## src/rtl/btn_cond_pkg.sv

```systemverilog
// Shared definitions for the push-button conditioner: per-channel FSM state
// encoding and default timing constants.
package btn_cond_pkg;

    typedef enum logic [1:0] {
        ST_RELEASED     = 2'd0,
        ST_PRESS_WAIT   = 2'd1,
        ST_HELD         = 2'd2,
        ST_RELEASE_WAIT = 2'd3
    } btn_state_t;

    localparam int unsigned DEBOUNCE_CYCLES_DEF = 500000;
    localparam int unsigned LONG_CYCLES_DEF     = 50000000;

endpackage

```

## src/rtl/btn_debounce_ch.sv

```systemverilog
// One button channel: 2-flop synchronizer, debounce FSM with a saturating
// stability counter, and (with BTN_LONG_PRESS_EN) a long-press hold counter.
module btn_debounce_ch
    import btn_cond_pkg::*;
#(
    parameter int unsigned DEBOUNCE_CYCLES = DEBOUNCE_CYCLES_DEF,
    parameter int unsigned LONG_CYCLES     = LONG_CYCLES_DEF
) (
    input  logic clk,
    input  logic rst_n,
    input  logic raw_n,
    output logic level_n,
    output logic press_pulse,
    output logic release_pulse,
    output logic long_pulse
);

    localparam int unsigned CW = $clog2(DEBOUNCE_CYCLES + 1);
    localparam logic [CW-1:0] CNT_LAST = CW'(DEBOUNCE_CYCLES - 1);

    if (DEBOUNCE_CYCLES < 1 || LONG_CYCLES <= DEBOUNCE_CYCLES) begin : g_bad_params
        $error("btn_debounce_ch: need 1 <= DEBOUNCE_CYCLES < LONG_CYCLES");
    end

    logic [1:0]    sync;
    logic          synced;
    btn_state_t    state;
    logic [CW-1:0] cnt;

    assign synced = sync[1];

    // Bring the asynchronous raw button into the clock domain; resets to released.
    always_ff @(posedge clk or negedge rst_n) begin
        if (!rst_n) begin
            sync <= '1;
        end else begin
            sync <= {sync[0], raw_n};
        end
    end

    // Debounce FSM: an edge is accepted only after DEBOUNCE_CYCLES stable samples.
    always_ff @(posedge clk or negedge rst_n) begin
        if (!rst_n) begin
            state         <= ST_RELEASED;
            cnt           <= '0;
            level_n       <= 1'b1;
            press_pulse   <= 1'b0;
            release_pulse <= 1'b0;
        end else begin
            press_pulse   <= 1'b0;
            release_pulse <= 1'b0;
            case (state)
                ST_RELEASED: begin
                    if (!synced) begin
                        state <= ST_PRESS_WAIT;
                        cnt   <= '0;
                    end
                end
                ST_PRESS_WAIT: begin
                    if (synced) begin
                        state <= ST_RELEASED;
                    end else if (cnt == CNT_LAST) begin
                        state       <= ST_HELD;
                        level_n     <= 1'b0;
                        press_pulse <= 1'b1;
                    end else begin
                        cnt <= cnt + 1'b1;
                    end
                end
                ST_HELD: begin
                    if (synced) begin
                        state <= ST_RELEASE_WAIT;
                        cnt   <= '0;
                    end
                end
                ST_RELEASE_WAIT: begin
                    if (!synced) begin
                        state <= ST_HELD;
                    end else if (cnt == CNT_LAST) begin
                        state         <= ST_RELEASED;
                        level_n       <= 1'b1;
                        release_pulse <= 1'b1;
                    end else begin
                        cnt <= cnt + 1'b1;
                    end
                end
                default: state <= ST_RELEASED;
            endcase
        end
    end

`ifdef BTN_LONG_PRESS_EN
    localparam int unsigned HW = $clog2(LONG_CYCLES - DEBOUNCE_CYCLES + 1);
    localparam logic [HW-1:0] HOLD_LAST = HW'(LONG_CYCLES - DEBOUNCE_CYCLES - 1);

    logic [HW-1:0] hold;
    logic          fired;
    logic          long_q;
    logic          enter_held;

    // Only a fresh press re-arms the hold counter; bounces back into HELD do not.
    assign enter_held = (state == ST_PRESS_WAIT) && !synced && (cnt == CNT_LAST);
    assign long_pulse = long_q;

    // Hold-duration counter: saturates at its target and fires once per press.
    always_ff @(posedge clk or negedge rst_n) begin
        if (!rst_n) begin
            hold   <= '0;
            fired  <= 1'b0;
            long_q <= 1'b0;
        end else begin
            long_q <= 1'b0;
            if (enter_held) begin
                hold  <= '0;
                fired <= 1'b0;
            end else if (state == ST_HELD || state == ST_RELEASE_WAIT) begin
                if (hold == HOLD_LAST) begin
                    if (!fired) begin
                        long_q <= 1'b1;
                        fired  <= 1'b1;
                    end
                end else begin
                    hold <= hold + 1'b1;
                end
            end
        end
    end
`else
    assign long_pulse = 1'b0;
`endif

endmodule

```

## src/rtl/btn_conditioner.sv

```systemverilog
// Push-button conditioner: N_BTN independent debounce channels producing a
// clean active-low level plus press/release pulses.
// Optional feature macro: BTN_LONG_PRESS_EN (adds btn_long long-press pulses).
module btn_conditioner
    import btn_cond_pkg::*;
#(
    parameter int unsigned N_BTN           = 3,
    parameter int unsigned DEBOUNCE_CYCLES = DEBOUNCE_CYCLES_DEF,
    parameter int unsigned LONG_CYCLES     = LONG_CYCLES_DEF
) (
    input  logic             clk,
    input  logic             rst_n,
    input  logic [N_BTN-1:0] btn_raw_n,
    output logic [N_BTN-1:0] btn_level_n,
    output logic [N_BTN-1:0] btn_press,
    output logic [N_BTN-1:0] btn_release,
    output logic [N_BTN-1:0] btn_long
);

    // One fully independent conditioner per button.
    for (genvar i = 0; i < N_BTN; i++) begin : g_ch
        btn_debounce_ch #(
            .DEBOUNCE_CYCLES(DEBOUNCE_CYCLES),
            .LONG_CYCLES    (LONG_CYCLES)
        ) u_ch (
            .clk          (clk),
            .rst_n        (rst_n),
            .raw_n        (btn_raw_n[i]),
            .level_n      (btn_level_n[i]),
            .press_pulse  (btn_press[i]),
            .release_pulse(btn_release[i]),
            .long_pulse   (btn_long[i])
        );
    end

endmodule

```

## config.mk

```make
export PLATFORM = sky130hd
export DESIGN_NAME = btn_conditioner
export DESIGN_NICKNAME = d
export VERILOG_FILES = /design/src/rtl/btn_cond_pkg.sv /design/src/rtl/btn_debounce_ch.sv /design/src/rtl/btn_conditioner.sv
export SDC_FILE = /design/constraint.sdc
export NUM_CORES = 1
export LEC_CHECK = 0
export ABC_AREA = 1
export CORE_MARGIN = 4
export CORE_UTILIZATION = 55
export CTS_CLUSTER_SIZE = 14
export DETAILED_ROUTE_END_ITERATION = 12
export PLACE_DENSITY = 0.87
export SLEW_MARGIN = 30
export SYNTH_ARGS = -nofsm -noshare
export SYNTH_HDL_FRONTEND = slang
export SYNTH_SLANG_ARGS = --single-unit
```

## constraint.sdc

```tcl
create_clock -name clk -period 1.5 [get_ports clk]
set_input_delay 0.3 -clock clk [delete_from_list [all_inputs] [get_ports clk]]
set_output_delay 0.3 -clock clk [all_outputs]
set_load 0.005 [all_outputs]
```

# Word level (Yosys, flattened, before mapping)
# Index checks and enable logic that the tools add are counted.
# totals
regBits	78
in_bits	5
out_inout_bits	12
elab_cells	141
# classes
n_addsub	3
n_eq_ne	36
muxes	69
reduce_logical	15
# op_table
operator	count
$mux 19	15
$pmux 19 s4	3
$add 19x1->19 const B	3
$eq 19x19->1 const B	3
$mux 2	18
$mux 1	27
$ne 2x1->1 const B	12
$pmux 2 s4	3
$reduce_and 4->1	6
$reduce_and 5->1	3
$eq 2x2->1 const B	6
$ne 2x2->1 const B	6
$ne 3x1->1 const B	3
$ne 3x3->1 const B	3
$eq 2x1->1 const B	3
$logic_not 2->1	3
$pmux 1 s2	3
$reduce_bool 2->1	3

# Depth between registers and ports, before layout
# logic_depth
word_depth	4
mapped_depth	11
mapped_depth_nobuf	10

# Hierarchy
# From an unflattened synthesis, not the netlist that was laid out.
# hier_totals
hier_cells	648
hier_area_um2	4724.5
# modules_own_cells
mod	instances	cells_per_inst	area_per_inst_um2	seq_area_each_um2
btn_debounce_ch (g_ch[0].u_ch ...)	2	216	1570.3	654.4
btn_debounce_ch (g_ch[2].u_ch)	1	216	1584.0	654.4

# Least setup slack after synthesis
# Ideal clock, no wire load.
# synth_timing
path_kind	register to register
start	register g_ch[1].u_ch.cnt[0]
end	register g_ch[1].u_ch.cnt[3]
setup_time_ps	121
arrival_ps	1493
required_time_ps	1379
setup_slack_ps	-114
path_stages_with_launch	11
path_buffers	2
synth_period_minus_slack_ps	1614
path_cell_list	dfrtp_1 ha_1 nand2_2 nor2_4 nand3_4 nor2_4 nor2_8 inv_4 buf_8 buf_8 o21ai_1
# synth_via
elab_chain_len	4
elab_cells_between_ends	6
cone_classes	add/sub (1); eq/ne (1); mux (4)
# synth_lines
element	line	rtl
start: declaration	btn_debounce_ch.sv:28	logic [CW-1:0] cnt;
start signal: assignment	btn_debounce_ch.sv:67	cnt <= cnt + 1'b1;
start signal: assignment	btn_debounce_ch.sv:84	cnt <= cnt + 1'b1;
$add 19x1->19 or $eq 19x19->1 (tied branches)	n/a	
$mux 19 (*)	btn_debounce_ch.sv:62, btn_debounce_ch.sv:79	
$mux 19, on equally long branches	btn_debounce_ch.sv:77, btn_debounce_ch.sv:60	
$pmux 19 s4 (*)	btn_debounce_ch.sv:52	case (state)
# Every way passes the cells marked *; elsewhere a longest branch is shown, timed or not. The select of a mux whose other input is x is not followed.
# A chain may end at the register's enable or synchronous reset.

# Final worst setup path
# layout_timing
start	register g_ch[1].u_ch.cnt[0]
end	register g_ch[1].u_ch.cnt[15]
# The elaborated chain is that of the path after synthesis.

==> run summary <==
outcome: complete, but fails checks
failing checks: setup timing
count of flip-flops with a built-in enable after synthesis: 0
Logic pwr share: 9.6%
reg-to-reg critical path startpoint: g_ch[1].u_ch.cnt[0]$_DFFE_PN0P_
final setup margin: -0.0738 ns
fraction of registers with async set or reset after synthesis: 100%
post-route ant nets: 0
final wirelength: 11900 um
Synth Register Bits: 78
Final Hold Viols: 0
dpl ws: -0.0884 ns
endpoint class of the critical path: flop
most area-consuming cells after synthesis: dfrtp_1 38%, nand2_1 17%, nor2_1 6.0%
Yosys warning count: 0
layout cells sized above 1: 30.5%
leading area contributor after synthesis: dfrtp_1
vias in the first global route: 4125
Final TNS setup: -1.54 ns
Final setup violation count: 46
initial antenna violation count: 0
Post-Syn Area: 0.00454 mm2
DR pass1 iterations: 6
PortBufs: 13
post-synth cell types: 35
HPWL Detailed: 7260 um
Reg power frac: 52.3%
core area: 0.00789 mm2
Sink Count: 78
cell area power density: 710 mW/mm2
number of CTS-inserted buffers: 9
Worst VDD drop: 0.000753 V
share of the synthesized area in the top cell type: 38.1%
HP Class: in2reg
count leader, synth: nand2_1
top post-synthesis cells by count: 201 x nand2_1, 72 x nor2_1, 69 x dfrtp_1
sequential area share after synthesis: 43.3%
Crit Reg-Reg Endpoint: g_ch[1].u_ch.cnt[15]$_DFFE_PN0P_
Clock Power Share: 38.1%
Max Slew Vio Count: 0
Max Cap Violations: 0
Post-Place Cell Area: 0.00506 mm2
die width: 98.8 um
routed vias: 4467
P_int: 3110 uW
worst reg-to-reg path cell count: 10
GPL Wtd Cong: 0.944
Mean Syn Cell Area: 7.26 um2
final period utilization: 105%
sw power: 1070 uW
RSZ-0062 raised after global routing: yes
TritonCTS clock tree: done
Worst Skew: 0.00619 ns
critical path required time: 1.78 ns
largest net degree at the start of global routing: 30
Detailed Route Iter0 Violations: 201
first-pass GRT wire length: 17700 um
GRT Overall Usage: 21.6%
Die ar.: 0.00977 mm2
antenna cells: 0
top achievable clock speed: 0.635 GHz
Design Area, Final: 0.00589 mm2
CP Max Fanout: 8
clock-pin transition on the worst setup and hold timing paths: 0.09 ns
kind of critical path: reg2reg
CP Capture Point: g_ch[1].u_ch.cnt[15]$_DFFE_PN0P_
switch share: 25.5%
crit path launch: g_ch[1].u_ch.cnt[0]$_DFFE_PN0P_
die height: 98.8 um
Static Leak: 0.00274 uW
Via density: 5.56
CP arrival: 1.85 ns
Initial Util: 57.5%
setup slack, reg-to-reg: -0.07 ns
row count: 32
# fillers: 510
H-tree level count: 3
Root Buffer: clkbuf_8
Area Growth Syn to Fin: 29.8%
clock tree buffer depth: 2
gate count after technology mapping: 625
total power: 4180 uW
grt ovf: 0
Worst setup SP type: flop
DRC viols: 0
minimum clock period after layout: 1.57 ns
top_reg_cell synth: dfrtp_1
Nets: 704
routed wire length per instance: 14.8 um
# IOs: 17
Worst-Skew Late Latency: 0.34 ns
[timing repair]
action / in CTS / in global routing
setup endpoints to repair: 46 / 67
hold endpoints to repair: 25 / 0
gates resized for setup: 58 / 113
setup buffers: 5 / 6
gates cloned: 1 / 5
pin swaps: 9 / 26
hold buffers: 1 / 0
[power groups by stage]
stage                     sequential [uW]  clock, uW  combinational (uW)
after global placement               2220          0                 265
after detailed placement             2220          0                 274
after CTS                            2180       1610                 317
final                                2190       1590                 403
after floorplan                      2220          0                 134
after global routing                 2190       1720                 437
[logic make-up after synthesis]
| kind of cell | count (synthesis) | share of synthesized area [%] |
|---|---|---|
| AOI/OAI and AO/OA | 69 | 8.33 |
| xor gates and xnor gates | 20 | 3.86 |
| adders and majority gates | 3 | 0.827 |
| buffers and inverters | 94 | 9.76 |
| DFF | 78 | 43.3 |
| other | 1 | 0.0827 |
| and+or+nand+nor | 360 | 33.9 |
[per-stage QoR]
stage / utilization, % / cells / hold slack (ns)
after global placement: 64.2 / 769 / 0.254
after floorplan: - / 627 / 0.00441
after CTS: 68.9 / 792 / 0.337
final: 74.6 / 803 / 0.349
after global routing: 74.6 / 803 / 0.333
after detailed placement: 64.2 / 769 / 0.258
[worst min-delay path by stage]
stage	startpoint	end	slack (ns)	cells after the start
3_5_place_dp	rst_n	g_ch[1].u_ch.cnt[16]$_DFFE_PN0P_	0.26	1
3_3_place_gp	rst_n	g_ch[1].u_ch.cnt[16]$_DFFE_PN0P_	0.25	1
2_1_floorplan	rst_n	asynchronous set/reset pin	0.004	0
5_1_grt	btn_raw_n[1]	g_ch[1].u_ch.sync[0]$_DFF_PN1_	0.33	1
6_report	btn_raw_n[0]	g_ch[0].u_ch.sync[0]$_DFF_PN1_	0.35	1
4_1_cts	btn_raw_n[0]	g_ch[0].u_ch.sync[0]$_DFF_PN1_	0.34	1
[final cells by class]
type / instances / area, um2 / area share [%]
Clock inverter: 6 / 70.1 / 1.19
Multi-Input combinational cell: 455 / 2500 / 42.4
Timing Repair Buffer: 83 / 832 / 14.1
Clock buffer: 10 / 128 / 2.17
Inverter: 69 / 267 / 4.53
Tap cell: 102 / 128 / 2.17
Sequential cell: 78 / 1970 / 33.4
[critical path, cell delays in order, from the launching register on]
cell	delay, ns
dfrtp_1	0.36
ha_2	0.21
nand2_4	0.06
nor2_4	0.15
nand3_4	0.10
nor2_4	0.16
nor2_8	0.08
inv_8	0.10
clkbuf_16	0.17
nand2_2	0.05
o21ai_2	0.04
[flip-flops by register name, summed over array words and instances, names as in the netlist, named ones only]
name	count
g_ch.u_ch.press_pulse	3
g_ch.u_ch.release_pulse	3
g_ch.u_ch.cnt	57
g_ch.u_ch.state	3
g_ch.u_ch.sync	6
g_ch.u_ch.level_n	3
[metal layers]
| metal | GRT usage (%) | vias up | part of all wire (%) |
|---|---|---|---|
| met1 | 26.3 | 2125 | 39 |
| met4 | 7.88 | 0 | 3.0 |
| li1 | - | 2104 | - |
| met3 | 4.74 | 46 | 6.3 |
| met2 | 37.3 | 192 | 52 |
| met5 | 0 | - | 0 |
[cells in the final DEF (no fill, tap or decap), types with 5 or more instances in the layout]
cell	n
buf_4	50
buf_6	10
clkbuf_8	9
dfrtp_1	66
dfstp_2	9
dlygate4sd2_1	5
inv_1	60
inv_2	7
nand2_1	153
nand2_2	48
nand2_4	7
nand3_1	40
nand3_2	6
nand4_1	10
nor2_1	63
nor2_2	8
nor2_4	7
nor3_1	7
o21ai_0	14
o21ai_1	30
o21ai_2	21
xor2_1	15
No activity file was read; power rests on OpenSTA's default activity.
